--- src/rtl/clk_div_prog.sv ---
// Programmable clock divider with 50% duty for odd and even divisors,
// glitch-free divisor changes at period boundaries and stop-at-boundary enable.
module clk_div_prog #(
    parameter int WIDTH       = 8,
    parameter int DEFAULT_DIV = 5
) (
    input  logic             clk_in,
    input  logic             rst_n,
    input  logic             en,
    input  logic [WIDTH-1:0] div_val,
    input  logic             div_load,
    output logic             clk_out,
    output logic             tick,
    output logic [WIDTH-1:0] div_active,
    output logic             div_ack,
    output logic             div_err
);

    generate
        if (DEFAULT_DIV < 2 || DEFAULT_DIV > (1 << WIDTH) - 1) begin : g_bad_default
            $error("clk_div_prog: DEFAULT_DIV out of range 2..2^WIDTH-1");
        end
    endgenerate

    localparam logic [WIDTH-1:0] DEF_DIV = DEFAULT_DIV[WIDTH-1:0];
    localparam logic [WIDTH-1:0] ONE     = {{(WIDTH-1){1'b0}}, 1'b1};

    logic             running_q, running_d;
    logic [WIDTH-1:0] cnt_q, cnt_d;
    logic             clk_hi_q, clk_hi_d;
    logic             neg_q, neg_d;
    logic             tick_q, tick_d;
    logic             ack_q, ack_d;
    logic             err_q, err_d;
    logic             pend_q, pend_d;
    logic [WIDTH-1:0] pend_val_q, pend_val_d;
    logic [WIDTH-1:0] div_act_q, div_act_d;

    logic [WIDTH-1:0] last_cnt_s;
    logic [WIDTH-1:0] mid_cnt_s;
    logic [WIDTH:0]   half_hi_s;
    logic [WIDTH-1:0] cnt_inc_s;
    logic             load_ok_s;

    // Divisor-derived thresholds: wrap point, posedge high span (ceil(D/2)), odd mid-cycle.
    always_comb begin
        last_cnt_s = div_act_q - ONE;
        mid_cnt_s  = last_cnt_s >> 1'b1;
        half_hi_s  = ({1'b0, div_act_q} + {{WIDTH{1'b0}}, 1'b1}) >> 1'b1;
        cnt_inc_s  = cnt_q + ONE;
        load_ok_s  = (div_val > ONE);
    end

    // Next-state: period counter, start/stop, pending apply, load capture.
    always_comb begin
        running_d  = running_q;
        cnt_d      = cnt_q;
        clk_hi_d   = clk_hi_q;
        tick_d     = 1'b0;
        ack_d      = 1'b0;
        err_d      = 1'b0;
        pend_d     = pend_q;
        pend_val_d = pend_val_q;
        div_act_d  = div_act_q;

        if (!running_q) begin
            cnt_d = {WIDTH{1'b0}};
            if (en) begin
                running_d = 1'b1;
                clk_hi_d  = 1'b1;
                tick_d    = 1'b1;
                if (pend_q) begin
                    div_act_d = pend_val_q;
                    ack_d     = 1'b1;
                    pend_d    = 1'b0;
                end else begin
                    div_act_d = div_act_q;
                end
            end else begin
                clk_hi_d = 1'b0;
            end
        end else if (cnt_q == last_cnt_s) begin
            cnt_d = {WIDTH{1'b0}};
            if (en) begin
                clk_hi_d = 1'b1;
                tick_d   = 1'b1;
                // Only a value captured before this edge may switch the divisor here.
                if (pend_q) begin
                    div_act_d = pend_val_q;
                    ack_d     = 1'b1;
                    pend_d    = 1'b0;
                end else begin
                    div_act_d = div_act_q;
                end
            end else begin
                running_d = 1'b0;
                clk_hi_d  = 1'b0;
            end
        end else begin
            cnt_d    = cnt_inc_s;
            clk_hi_d = ({1'b0, cnt_inc_s} < half_hi_s);
        end

        // A load on this edge always lands in the pending slot, after any apply above.
        if (div_load) begin
            if (load_ok_s) begin
                pend_d     = 1'b1;
                pend_val_d = div_val;
            end else begin
                err_d = 1'b1;
            end
        end else begin
            err_d = 1'b0;
        end
    end

    // Falling-edge trim: for odd divisors, cut the high phase mid-cycle at the midpoint count.
    always_comb begin
        neg_d = running_q & div_act_q[0] & clk_hi_q & (cnt_q == mid_cnt_s);
    end

    // Posedge state registers.
    always_ff @(posedge clk_in or negedge rst_n) begin
        if (!rst_n) begin
            running_q  <= 1'b0;
            cnt_q      <= {WIDTH{1'b0}};
            clk_hi_q   <= 1'b0;
            tick_q     <= 1'b0;
            ack_q      <= 1'b0;
            err_q      <= 1'b0;
            pend_q     <= 1'b0;
            pend_val_q <= DEF_DIV;
            div_act_q  <= DEF_DIV;
        end else begin
            running_q  <= running_d;
            cnt_q      <= cnt_d;
            clk_hi_q   <= clk_hi_d;
            tick_q     <= tick_d;
            ack_q      <= ack_d;
            err_q      <= err_d;
            pend_q     <= pend_d;
            pend_val_q <= pend_val_d;
            div_act_q  <= div_act_d;
        end
    end

    // Negedge half-cycle register.
    always_ff @(negedge clk_in or negedge rst_n) begin
        if (!rst_n) begin
            neg_q <= 1'b0;
        end else begin
            neg_q <= neg_d;
        end
    end

    assign clk_out    = clk_hi_q & ~neg_q;
    assign tick       = tick_q;
    assign div_active = div_act_q;
    assign div_ack    = ack_q;
    assign div_err    = err_q;

endmodule

--- config.mk ---
export PLATFORM = sky130hd
export DESIGN_NAME = clk_div_prog
export DESIGN_NICKNAME = d
export VERILOG_FILES = /design/src/rtl/clk_div_prog.sv
export SDC_FILE = /design/constraint.sdc
export NUM_CORES = 1
export LEC_CHECK = 0
export CAP_MARGIN = 20
export CORE_MARGIN = 4
export CORE_UTILIZATION = 45
export DETAILED_ROUTE_END_ITERATION = 10
export DONT_BUFFER_PORTS = 1
export GPL_TIMING_DRIVEN = 0
export MAX_ROUTING_LAYER = met4
export PLACE_DENSITY = 0.69
export SYNTH_ARGS = -nofsm -noshare
export SYNTH_HDL_FRONTEND = slang
export SYNTH_SLANG_ARGS = --single-unit
export TNS_END_PERCENT = 50
--- constraint.sdc ---
create_clock -name clk_in -period 3.3 [get_ports clk_in]
set_input_delay 0.165 -clock clk_in [delete_from_list [all_inputs] [get_ports clk_in]]
set_output_delay 0.165 -clock clk_in [all_outputs]
set_load 0.03 [all_outputs]
## After elaboration in Yosys (flattened, before gate mapping)

Cells that the tools add are included.

- Word-level logic and storage cells: 48
- Input bits: 12
- Output and inout port bits: 12
- Register bits: 31

- $add $sub $neg: 3
- Magnitude comparators: 2
- Multiplexer cells: 24
- Bitwise gates (word level): 5
- Reduce and logical (&&, ||, !) cells: 1
- Equal/unequal tests: 3

Operators by type and width:

| kind | number |
|---|---|
| $mux 8 | 6 |
| $mux 1 | 18 |
| $add 8x1->9 const B | 1 |
| $add 8x1->8 const B | 1 |
| $eq 8x7->1 | 1 |
| $eq 8x8->1 | 1 |
| $gt 8x1->1 const B | 1 |
| $lt 8x8->1 | 1 |
| $sub 8x1->8 const B | 1 |
| $and 1x1->1 | 4 |
| $ne 2x1->1 const B | 1 |
| $reduce_and 2->1 | 1 |
| $not 1->1 | 1 |

## Longest topological paths before layout

Gate-level depths: netlist of the first run.

- Depth in word-level cells: 6
- Mapped depth: 10
- Mapped depth without buffers: 9

==> results of run 1 <==
[how the worst min path moves through the flow]
stage,start,end,cells after the start
global placement,rst_n,cnt_q[1]$_DFF_PN0_,0
detailed placement,rst_n,cnt_q[2]$_DFF_PN0_,0
floorplan,rst_n,clk_hi_q$_DFF_PN0_,0
global route,div_val[6],pend_val_q[6]$_DFFE_PN0P_,2
finish,div_val[6],pend_val_q[6]$_DFFE_PN0P_,2
CTS,en,running_q$_DFF_PN0_,2
[cell type report]
class                           instances  area, µm²  share of cell area [%]
Buffer                                 15      92.59                   3.903
Clock buffer                            7      76.32                   3.217
Clock inverter                          1      5.005                  0.2110
Inverter                               13      51.30                   2.162
Multi-Input combinational cell        162       1209                   50.95
Sequential cell                        31      785.8                   33.12
Tap cell                               52      65.06                   2.743
Timing Repair Buffer                    8      87.58                   3.692
[per-stage QoR]
stage                     hold WS (ns)  setup WS (ns)  setup TNS, ns  instance area [µm²]  cells
after global placement         -0.1297        -0.5323        -0.5323                 2167    273
after detailed placement       -0.1294        -0.5230        -0.5230                 2167    273
after global routing          0.009936        -0.2213        -0.2213                 2372    289
after floorplan                -0.1306        -0.1083        -0.1083                 2102    221
final                         0.008099        -0.1144        -0.1144                 2372    289
after CTS                     0.006091        -0.1250        -0.1250                 2365    288
[cells by family after synthesis]
logic type | Yosys count
adder cells (fa/ha/maj) | 10
multiplexers | 2
flip-flops | 31
AND/OR/NAND/NOR | 91
AO/OA/AOI/OAI | 29
buffers and inverters | 28
XOR/XNOR | 30
[flip-flops by register name, summed over array words and instances, names as in the netlist]
register,cells
div_active,8
cnt_q,8
running_q,1
clk_hi_q,1
div_err,1
pend_val_q,8
tick,1
div_ack,1
pend_q,1
neg_q,1
[synthesized netlist by cell type (2+ instances only)]
cell type  instances  area share (%)
a211oi_1           2            0.72
a21boi_0           2            0.72
a21o_1             2            0.72
a21oi_1            3            0.72
a22o_1             2            0.84
and2_1             3            0.90
and2_2             6             2.2
buf_2              2            0.48
buf_6              3             1.6
clkbuf_1           8             1.4
dfrtp_1           26              31
dfstp_2            4             5.1
ha_1              10             6.0
inv_1             13             2.4
mux2_2             2             1.1
nand2_1           38             6.9
nand2b_1           4             1.2
nand3_1            8             1.9
nand4_1            2            0.60
nor2_1            12             2.2
nor2b_1            4             1.2
nor4_1             2            0.60
o21ai_0            3            0.72
o32ai_1            7             3.0
xnor2_1           17             7.2
xor2_1            12             5.1
[layout by cell type, fill, tap and decap left out, drive strengths merged, types with 3 or more instances in the layout]
cell and count:
nand2 38, dfrtp 26, xnor2 17, clkbuf 15, inv 13, nor2 12
xor2 12, ha 10, and2 9, buf 9, nand3 8, o32ai 8
dlygate4sd3 6, nand2b 4, nor2b 4, o21ai 4, dfstp 4, nor4 4
a21oi 3, nand4 3
[repair_timing]
item	4_1_cts	5_1_grt
pin swaps	3	1
setup buffers	0	1
endpoints found under the hold margin	35	0
setup endpoints to repair	1	1
hold buffers	7	0
gates resized for setup	7	0
[power by group through the flow]
| stage | registers [µW] | logic [µW] | clock network, µW |
|---|---|---|---|
| floorplan | 401 | 17.4 | 0 |
| global placement | 402 | 20.8 | 0 |
| detailed placement | 403 | 21.2 | 0 |
| CTS | 395 | 37.5 | 298 |
| global route | 396 | 42.7 | 324 |
| finish | 396 | 36.7 | 288 |
[routing by layer]
| layer | part of all wire (%) | global-route usage (%) | routed length, µm | vias to the layer above |
|---|---|---|---|---|
| li1 | - | - | - | 780 |
| met1 | 44 | 20.60 | 1965 | 722 |
| met2 | 50 | 27.91 | 2222 | 30 |
| met3 | 5.2 | 4.858 | 235 | 8 |
| met4 | 1.4 | 4.270 | 62 | 0 |
| met5 | 0 | - | 0 | - |
[critical path: stages (launching register included)]
cell       delay (ns)
dfstp_4          0.73
inv_4            0.07
ha_4             0.23
xnor2_1          0.13
nor4_1           0.18
nand4b_1         0.18
a2111oi_4        0.24
==> qor.json, run 1 <==
{
  "synthesis": {
    "synth.cell_area_um2": 2076,
    "yosys.cell_types.count": 50,
    "post_synth.cell_area_avg_um2": 9.392,
    "yosysSeqAreaShare_pct": 37.61,
    "post_synthesis_compound_gate_area_fraction_pct": 11.21,
    "ys.warnings.count": 0,
    "synth-edff-count": 0,
    "postSynthNetCount": 243,
    "synth-main-ff-cell": "dfrtp_1",
    "ys_ff_latch": 31,
    "synth_top_family_by_area": "simple AND/OR/NAND/NOR gates",
    "post_synth_inst_count": 221,
    "synthAdderAreaFrac_pct": 6.028,
    "post_synth_and_or_nand_nor_area_fraction_pct": 23.93,
    "synth_xor_xnor_area_share_pct": 13.32,
    "yosys-mux-area-fraction_pct": 1.085,
    "ffs_w_async_s_r_synth_pct": 100.0
  },
  "timing": {
    "max_slew_margin_pct": 60.72,
    "rsz0062_at_grt": "true",
    "fin_worst_skew_ns": 0.009327,
    "worst_pin_slew_ns": 0.5892,
    "report.final.hold_viol_count": 0,
    "final.setup.worst_slack_ns": -0.1144,
    "slew_viol_final": 0,
    "report.final.setup_viol": 1
  },
  "floorplan": {
    "initial_core_util_pct": 47.02,
    "io_pins": 24,
    "fp.dieArea_um2": 5763,
    "die_y_um": 75.92,
    "fp-row-count": 24,
    "core_region_area_um2": 4414,
    "die_w_um": 75.92
  },
  "worst_setup_path": {
    "crit-reg2reg-capture": "neg_q$_DFF_NN0_",
    "critPathLaunchType": "flop",
    "worst_r2r_path_depth": 6,
    "startpoint": "div_active[0]$_DFFE_PN1P_",
    "crit_type": "flop to flop",
    "crit_required_ns": 1.92,
    "timing.rr.start": "div_active[0]$_DFFE_PN1P_",
    "critPathCapture": "neg_q$_DFF_NN0_",
    "timing.critical_path.to_type": "flop",
    "data_arrival_time_of_the_critical_path_ns": 2.03,
    "timing.reg2reg.setup_slack_ns": -0.11,
    "critPathMaxFanout": 7
  },
  "detailed_routing": {
    "drtPass1Iterations": 4,
    "detail_route.drc_violations": 0,
    "drt_iter0_markers": 25,
    "route.final.wire_length_mm": 4.486,
    "vias_per_cell": 5.329,
    "ant_nets": 0,
    "routed_length_per_instance_um": 15.52,
    "dr_total_vias": 1540
  },
  "place": {
    "port_buffers": 0,
    "detailedPlacementHpwl_mm": 3.272,
    "globalplace.congestion": 0.8238
  },
  "pwr": {
    "power.net_switching_uw": 167.1,
    "power_density_normalized_to_cell_area_nw_per_um2": 303.8,
    "internal_power_uw": 553.7,
    "clock_power_share_pct": 40.0,
    "power_frac_comb_pct": 5.1,
    "power.ir.vdd_worst_v": 0.0002763,
    "switching_share_pct": 23.19,
    "design_power_total_uw": 720.8,
    "seqPwrFrac_pct": 54.9,
    "power.leakage_uw": 0.001043
  },
  "outcome": {
    "status": "finished with violations",
    "failed_checks": "negative setup slack"
  },
  "global_routing": {
    "grt_antenna_before_repair": 0,
    "grt.total_usage_pct": 17.04,
    "grt_pass1_vias": 1617,
    "largest_net_degree_at_the_start_of_global_routing": 31,
    "grt_pass1_wl_mm": 7.776,
    "globalRouteOverflowTotal": 0
  },
  "clocking": {
    "cts_buffers": 5,
    "tritoncts": "done",
    "clkSlewWorstSetupHoldPaths_ns": 0.07,
    "htree_num_levels": 2,
    "numClockSinks": 31,
    "clockBufferDepth": 2,
    "clk-insertion-delay-late_ns": 0.28,
    "clock_tree_root_driver_cell": "clkbuf_8"
  },
  "cells_and_area": {
    "num_antenna_cells": 0,
    "nFillCells": 388,
    "area_growth_syn_to_layout_pct": 14.29,
    "design.final.nets": 258,
    "layout_cells_sized_above_1_pct": 18.14,
    "final_util_pct": 53.74
  },
  "job": {
    "number_of_max_cap_violations": 0
  },
  "hold_path": {
    "hold_path_class": "input pin to flop"
  }
}
(Power assumes the default switching activity.)
==> run 2: changes to the inputs <==
--- a/config.mk
+++ b/config.mk
@@ -8,11 +8,12 @@
 export CAP_MARGIN = 20
 export CORE_MARGIN = 4
 export CORE_UTILIZATION = 45
+export CTS_CLUSTER_DIAMETER = 80
 export DETAILED_ROUTE_END_ITERATION = 10
 export DONT_BUFFER_PORTS = 1
 export GPL_TIMING_DRIVEN = 0
 export MAX_ROUTING_LAYER = met4
-export PLACE_DENSITY = 0.69
+export PLACE_DENSITY = 0.61
 export SYNTH_ARGS = -nofsm -noshare
 export SYNTH_HDL_FRONTEND = slang
 export SYNTH_SLANG_ARGS = --single-unit
==> qor.json, run 2 (synthesis gave the netlist of run 1 again) <==
{
  "outcome": {
    "status": "finished with violations",
    "failed_checks": "negative setup slack"
  },
  "worst_setup_path": {
    "data_arrival_time_of_the_critical_path": {"value": 1.88, "unit": "ns", "change": "-0.15 ns"},
    "crit_chain": "buf_6, nor4_2, nand2_1, xnor2_1, a2111oi_4",
    "crit_path_top_delay_cell": "dfrtp_1",
    "timing.critical_path.to_type": "flop",
    "crit_type": "flop to flop",
    "timing.reg2reg.setup_slack": {"value": -0.12, "unit": "ns", "change": "about the same"},
    "crit_required": {"value": 1.77, "unit": "ns", "change": "-0.15 ns"},
    "critical-path-max-stage-delay": {"value": 0.51, "unit": "ns", "change": "-0.22 ns"},
    "critPathMaxFanout": {"value": 10, "change": "+3"},
    "critPathLaunchType": "flop"
  },
  "cells_and_area": {
    "final_util": {"value": 54.99, "unit": "%", "change": "+1.2 points"},
    "multiInputGateArea": {"value": 1211, "unit": "µm²", "change": "+0.21%"},
    "instances_no_fill": {"value": 292, "change": "+1.0%"},
    "layout_commonest_cell": "nand2_1",
    "mostFrequentLayoutCells": "38 x nand2_1, 25 x dfrtp_1, 16 x xnor2_1",
    "area_growth_syn_to_layout_pct": 16.94,
    "layout_cells_sized_above_1": {"value": 19.17, "unit": "%", "change": "+1.0 points"},
    "num_antenna_cells": {"value": 0, "change": "unchanged"},
    "design.final.nets": {"value": 261, "change": "+1.2%"},
    "regArea": {"value": 785.8, "unit": "µm²", "change": "unchanged"},
    "nFillCells": {"value": 413, "change": "+6.4%"}
  },
  "floorplan": {
    "core_region_area": {"value": 4414, "unit": "µm²", "change": "unchanged"},
    "die_y": {"value": 75.92, "unit": "µm", "change": "unchanged"},
    "fp-row-count": {"value": 24, "change": "unchanged"},
    "die_w": {"value": 75.92, "unit": "µm", "change": "unchanged"},
    "io_pins": {"value": 24, "change": "unchanged"},
    "initial_core_util": {"value": 47.02, "unit": "%", "change": "unchanged"},
    "fp.dieArea": {"value": 5763, "unit": "µm²", "change": "unchanged"}
  },
  "clocking": {
    "clockBufferDepth": {"value": 2, "change": "unchanged"},
    "htree_num_levels": {"value": 2, "change": "unchanged"},
    "clk-insertion-delay-late": {"value": 0.29, "unit": "ns", "change": "about the same"},
    "tritoncts": "done",
    "cts_buffers": {"value": 5, "change": "unchanged"},
    "clock_tree_root_driver_cell": "clkbuf_8",
    "clkSlewWorstSetupHoldPaths": {"value": 0.07, "unit": "ns", "change": "about the same"},
    "numClockSinks": {"value": 31, "change": "unchanged"}
  },
  "global_routing": {
    "grt_antenna_before_repair": {"value": 0, "change": "unchanged"},
    "grt_pass1_vias": {"value": 1654, "change": "+2.3%"},
    "grt_pass1_wl": {"value": 8.197, "unit": "mm", "change": "+5.4%"},
    "gr-usage-met3": {"value": 4.502, "unit": "%", "change": "-0.36 points"},
    "grt.total_usage": {"value": 18.25, "unit": "%", "change": "+1.2 points"},
    "globalRoute.busiestLayer": "met2",
    "use_met2": {"value": 26.80, "unit": "%", "change": "-1.1 points"},
    "largest_net_degree_at_the_start_of_global_routing": {"value": 31, "change": "unchanged"},
    "gr-usage-met1": {"value": 24.23, "unit": "%", "change": "+3.6 points"},
    "globalRouteOverflowTotal": {"value": 0, "change": "unchanged"}
  },
  "detailed_routing": {
    "route.final.wire_length": {"value": 4.728, "unit": "mm", "change": "+5.4%"},
    "dr_total_vias": {"value": 1586, "change": "+3.0%"},
    "drt_iter0_markers": {"value": 118, "change": "+370%"},
    "detail_route.drc_violations": {"value": 0, "change": "unchanged"},
    "routed_length_per_instance": {"value": 16.19, "unit": "µm", "change": "+4.3%"},
    "drtPass1Iterations": {"value": 4, "change": "unchanged"},
    "ant_nets": {"value": 0, "change": "unchanged"},
    "vias_per_cell": {"value": 5.432, "change": "+1.9%"}
  },
  "job": {
    "number_of_max_cap_violations": {"value": 0, "change": "unchanged"}
  },
  "place": {
    "detailedPlacementHpwl": {"value": 3.280, "unit": "mm", "change": "+0.24%"},
    "globalplace.congestion": {"value": 0.8307, "change": "+0.84%"},
    "port_buffers": {"value": 0, "change": "unchanged"},
    "dpl.cell_count": {"value": 273, "change": "unchanged"}
  },
  "timing": {
    "slew_viol_final": {"value": 0, "change": "unchanged"},
    "rsz0062_at_grt": "true",
    "final.setup.worst_slack": {"value": -0.1160, "unit": "ns", "change": "-0.001565 ns"},
    "report.final.hold_viol_count": {"value": 0, "change": "unchanged"},
    "max_slew_margin": {"value": 61.58, "unit": "%", "change": "+0.86 points"},
    "worst_pin_slew": {"value": 0.5751, "unit": "ns", "change": "-0.01413 ns"},
    "final.hold.worst_slack": {"value": 0.02195, "unit": "ns", "change": "+0.01385 ns"},
    "fin_worst_skew": {"value": 0.01022, "unit": "ns", "change": "+0.0008886 ns"},
    "timing.setup.tns": {"value": -0.1160, "unit": "ns", "change": "-0.001565 ns"},
    "report.final.setup_viol": {"value": 1, "change": "unchanged"}
  },
  "pwr": {
    "power.ir.vdd_worst": {"value": 0.0002014, "unit": "V", "change": "-27%"},
    "power.leakage": {"value": 0.001071, "unit": "µW", "change": "+2.7%"},
    "power_density_normalized_to_cell_area": {"value": 317.7, "unit": "nW/µm²", "change": "+4.6%"}
  },
  "hold_path": {
    "hold_path_class": "input pin to flop"
  }
}
## run 2: cell types whose count changed in the layout (fill, tap and decap cells not counted), sizes merged
cell         previous run  this run
clkbuf                 15        16
clkinv                  1         0
clkinvlp                0         1
dlygate4sd3             6         8
## run 2: final cells by class
class / count / share of cell area, %
flip-flops and latches: 31 / 32.37
inverters: 13 / 2.113
clock inverters: 1 / 0.3093
repair buffers: 11 / 4.742
well taps: 52 / 2.680
clock buffers: 7 / 3.969
plain buffers: 15 / 3.918
multi-input cells: 162 / 49.90
## run 2: power breakdown
group          total, µW  switching [µW]  internal (µW)  leakage (µW)
logic               39.2            22.7           16.5      0.000638
registers            395            4.51            391      0.000383
clock network        337             147            190     0.0000505
total                771             174            597       0.00107
## run 2: worst max-delay path, delay by kind of cell (launching register included)
kind / cells / cell delay [ns]
xor gates and xnor gates: 1 / 0.31
DFF: 1 / 0.51
buffers and inverters: 1 / 0.21
AOI/OAI and AO/OA: 1 / 0.08
and+or+nand+nor: 2 / 0.48
## run 2: stage by stage
stage	power, µW	setup slack, ns	cell area, µm²
after floorplan	418.8	-0.1083	2102
after global placement	423.5	-0.5192	2167
after detailed placement	423.9	-0.5111	2167
after CTS	779.2	-0.2445	2412
after global routing	806.0	-0.2638	2427
final	771.2	-0.1160	2427
## run 2: what timing repair did
item                                    in CTS  in global routing
gates resized for setup                      6                  2
endpoints found under the setup margin       1                  1
hold buffers                                 9                  0
gates cloned                                 0                  0
endpoints found under the hold margin       37                  0
pin swaps                                    4                  2
setup buffers                                2                  0
## run 2: final timing paths
kind / startpoint / to / depth (start not counted)
setup / recovery: div_active[3]$_DFFE_PN0P_ / neg_q$_DFF_NN0_ / 5
hold reg to reg: pend_val_q[2]$_DFFE_PN1P_ / pend_val_q[2]$_DFFE_PN1P_ / 2
setup reg to reg: div_active[3]$_DFFE_PN0P_ / neg_q$_DFF_NN0_ / 5
min in group asynchronous: rst_n / pend_val_q[7]$_DFFE_PN0P_ / 2
max in group asynchronous: rst_n / neg_q$_DFF_NN0_ / 0
hold / removal: div_val[3] / pend_val_q[3]$_DFFE_PN0P_ / 1
## run 2: routing by layer
layer / share of wire [%] / vias up
li1: - / 784
met1: 48 / 761
met2: 45 / 32
met3: 4.0 / 9
met4: 2.1 / 0
met5: 0 / -
==> run 3: changes to the inputs <==
--- a/config.mk
+++ b/config.mk
@@ -14,6 +14,7 @@
 export GPL_TIMING_DRIVEN = 0
 export MAX_ROUTING_LAYER = met4
 export PLACE_DENSITY = 0.61
+export REMOVE_ABC_BUFFERS = 1
 export SYNTH_ARGS = -nofsm -noshare
 export SYNTH_HDL_FRONTEND = slang
 export SYNTH_SLANG_ARGS = --single-unit
==> qor.json, run 3 (synthesis gave the netlist of run 1 again) <==
{
  "outcome": {
    "status": "finished with violations",
    "failed_checks": "negative setup slack"
  },
  "clocking": {
    "htree_num_levels": {"value": 2, "change": "unchanged"},
    "cts_buffers": {"value": 5, "change": "unchanged"},
    "tritoncts": "done",
    "clkSlewWorstSetupHoldPaths": {"value": 0.07, "unit": "ns", "change": "about the same"},
    "clock_tree_root_driver_cell": "clkbuf_8",
    "clk-insertion-delay-late": {"value": 0.29, "unit": "ns", "change": "about the same"},
    "clockBufferDepth": {"value": 2, "change": "unchanged"},
    "numClockSinks": {"value": 31, "change": "unchanged"}
  },
  "global_routing": {
    "globalRouteOverflowTotal": {"value": 0, "change": "unchanged"},
    "grt_antenna_before_repair": {"value": 0, "change": "unchanged"},
    "grt_pass1_vias": {"value": 1616, "change": "-2.3%"},
    "largest_net_degree_at_the_start_of_global_routing": {"value": 31, "change": "unchanged"},
    "grt_pass1_wl": {"value": 7.741, "unit": "mm", "change": "-5.6%"},
    "grt.total_usage": {"value": 16.99, "unit": "%", "change": "-1.3 points"}
  },
  "timing": {
    "slew_viol_final": {"value": 0, "change": "unchanged"},
    "max_slew_margin": {"value": 51.88, "unit": "%", "change": "-9.7 points"},
    "final.setup.worst_slack": {"value": -0.2451, "unit": "ns", "change": "-0.1291 ns"},
    "worst_pin_slew": {"value": 0.7218, "unit": "ns", "change": "+0.1468 ns"},
    "fin_worst_skew": {"value": 0.009079, "unit": "ns", "change": "-0.001137 ns"},
    "report.final.setup_viol": {"value": 1, "change": "unchanged"},
    "report.final.hold_viol_count": {"value": 0, "change": "unchanged"},
    "timing.setup.tns": {"value": -0.2451, "unit": "ns", "change": "-0.1291 ns"},
    "rsz0062_at_grt": "true"
  },
  "floorplan": {
    "io_pins": {"value": 24, "change": "unchanged"},
    "die_y": {"value": 75.92, "unit": "µm", "change": "unchanged"},
    "fp.dieArea": {"value": 5763, "unit": "µm²", "change": "unchanged"},
    "core_region_area": {"value": 4414, "unit": "µm²", "change": "unchanged"},
    "die_w": {"value": 75.92, "unit": "µm", "change": "unchanged"},
    "fp-row-count": {"value": 24, "change": "unchanged"},
    "initial_core_util": {"value": 47.02, "unit": "%", "change": "unchanged"}
  },
  "detailed_routing": {
    "drtPass1Iterations": {"value": 4, "change": "unchanged"},
    "ant_nets": {"value": 0, "change": "unchanged"},
    "route.final.wire_length": {"value": 4.585, "unit": "mm", "change": "-3.0%"},
    "routed_length_per_instance": {"value": 16.32, "unit": "µm", "change": "+0.77%"},
    "dr_total_vias": {"value": 1564, "change": "-1.4%"},
    "drt_iter0_markers": {"value": 70, "change": "-41%"},
    "detail_route.drc_violations": {"value": 0, "change": "unchanged"},
    "vias_per_cell": {"value": 5.566, "change": "+2.5%"}
  },
  "cells_and_area": {
    "design.final.nets": {"value": 250, "change": "-4.2%"},
    "num_antenna_cells": {"value": 0, "change": "unchanged"},
    "final_cell_area": {"value": 2341, "unit": "µm²", "change": "-3.6%"},
    "regArea": {"value": 787.0, "unit": "µm²", "change": "+0.16%"},
    "instances_no_fill": {"value": 281, "change": "-3.8%"},
    "layout_cells_sized_above_1": {"value": 17.90, "unit": "%", "change": "-1.3 points"},
    "area_growth_syn_to_layout_pct": 12.78,
    "layout_commonest_cell": "nand2_1",
    "mostFrequentLayoutCells": "38 x nand2_1, 24 x dfrtp_1, 16 x xnor2_1",
    "multiInputGateArea": {"value": 1199, "unit": "µm²", "change": "-1.0%"},
    "nFillCells": {"value": 407, "change": "-1.5%"}
  },
  "pwr": {
    "power_density_normalized_to_cell_area": {"value": 312.9, "unit": "nW/µm²", "change": "-1.5%"},
    "power.leakage": {"value": 0.001011, "unit": "µW", "change": "-5.7%"},
    "power.ir.vdd_worst": {"value": 0.0002236, "unit": "V", "change": "+11%"}
  },
  "job": {
    "number_of_max_cap_violations": {"value": 0, "change": "unchanged"}
  },
  "place": {
    "port_buffers": {"value": 0, "change": "unchanged"},
    "globalplace.congestion": {"value": 0.8299, "change": "about the same"},
    "detailedPlacementHpwl": {"value": 3.142, "unit": "mm", "change": "-4.2%"},
    "dpl.cell_count": {"value": 258, "change": "-5.5%"},
    "placedInstanceArea": {"value": 2048, "unit": "µm²", "change": "-5.5%"}
  },
  "worst_setup_path": {
    "data_arrival_time_of_the_critical_path": {"value": 2.17, "unit": "ns", "change": "+0.29 ns"},
    "timing.reg2reg.setup_slack": {"value": -0.25, "unit": "ns", "change": "-0.13 ns"},
    "crit_required": {"value": 1.92, "unit": "ns", "change": "+0.15 ns"},
    "critPathMaxFanout": {"value": 7, "change": "-3"},
    "worst_r2r_path_depth": {"value": 6, "change": "+1"},
    "crit-reg2reg-capture": "neg_q$_DFF_NN0_",
    "timing.critical_path.to_type": "flop",
    "timing.rr.start": "div_active[0]$_DFFE_PN1P_",
    "critPathLaunchType": "flop",
    "crit_type": "flop to flop"
  },
  "hold_path": {
    "hold_end": "pend_val_q[0]$_DFFE_PN1P_",
    "whs_path_depth": {"value": 1, "change": "unchanged"},
    "hold_path_class": "input pin to flop",
    "startpoint_of_the_most_critical_hold_path": "div_val[0]"
  }
}
## run 3: cell types whose count changed in the layout (fill, tap and decap cells not counted), sizes merged
cell         delta
clkinv          +1
clkinvlp        +1
buf             -4
clkbuf         -11
dlygate4sd3     +2
## run 3: cell type report
class / instances / share of cell area (%)
repair buffers: 15 / 6.414
well taps: 52 / 2.779
clock buffers: 5 / 2.940
clock inverters: 3 / 0.8552
inverters: 13 / 2.191
multi-input cells: 162 / 51.20
flip-flops and latches: 31 / 33.62
## run 3: critical path, cell delays in order, from the launching register on
cell and delay, ns:
dfstp_4 0.73, inv_4 0.06, ha_4 0.23, xnor2_2 0.14
nor4_2 0.29, nand4b_1 0.18, a2111oi_4 0.24
## run 3: worst max path at each step
stage	depth (start not counted)	slack, ns	end	from
after floorplan	7	-0.17	neg_q$_DFF_NN0_	div_active[0]$_DFFE_PN1P_
after global routing	6	-0.32	neg_q$_DFF_NN0_	div_active[0]$_DFFE_PN1P_
after detailed placement	6	-0.67	neg_q$_DFF_NN0_	div_active[0]$_DFFE_PN1P_
after CTS	6	-0.24	neg_q$_DFF_NN0_	div_active[0]$_DFFE_PN1P_
after global placement	6	-0.62	neg_q$_DFF_NN0_	div_active[0]$_DFFE_PN1P_
final	6	-0.25	neg_q$_DFF_NN0_	div_active[0]$_DFFE_PN1P_
## run 3: where the power goes
part           total [µW]  switching, µW  internal, µW
logic                39.3           22.0          17.3
registers             395           4.21           391
clock network         298            152           146
## run 3: repair_timing
| action | 4_1_cts | 5_1_grt |
|---|---|---|
| pin swaps | 4 | 3 |
| hold endpoints to repair | 39 | 1 |
| gates resized for setup | 11 | 0 |
| buffers inserted | 4 | 0 |
| endpoints found under the setup margin | 1 | 1 |
| gates cloned | 0 | 0 |
| hold buffers | 10 | 1 |
## run 3: through the flow
step                power [µW]  hold WS (ns)  util (%)  setup WS [ns]
detailed placement       421.2       -0.1299     46.40        -0.6677
CTS                      746.4      0.003702     52.81        -0.2401
global route             780.9      0.007758     53.03        -0.3206
global placement         420.8       -0.1298     46.40        -0.6216
finish                   732.5       0.02459     53.03        -0.2451
floorplan                416.9       -0.1306         -        -0.1722
## run 3: per-layer routing
metal | vias up | wire, µm | global-route usage, %
met5 | - | 0 | -
met4 | 0 | 109 | 6.228
met3 | 12 | 186 | 3.555
met2 | 39 | 2210 | 26.88
met1 | 751 | 2079 | 21.37
li1 | 762 | - | -
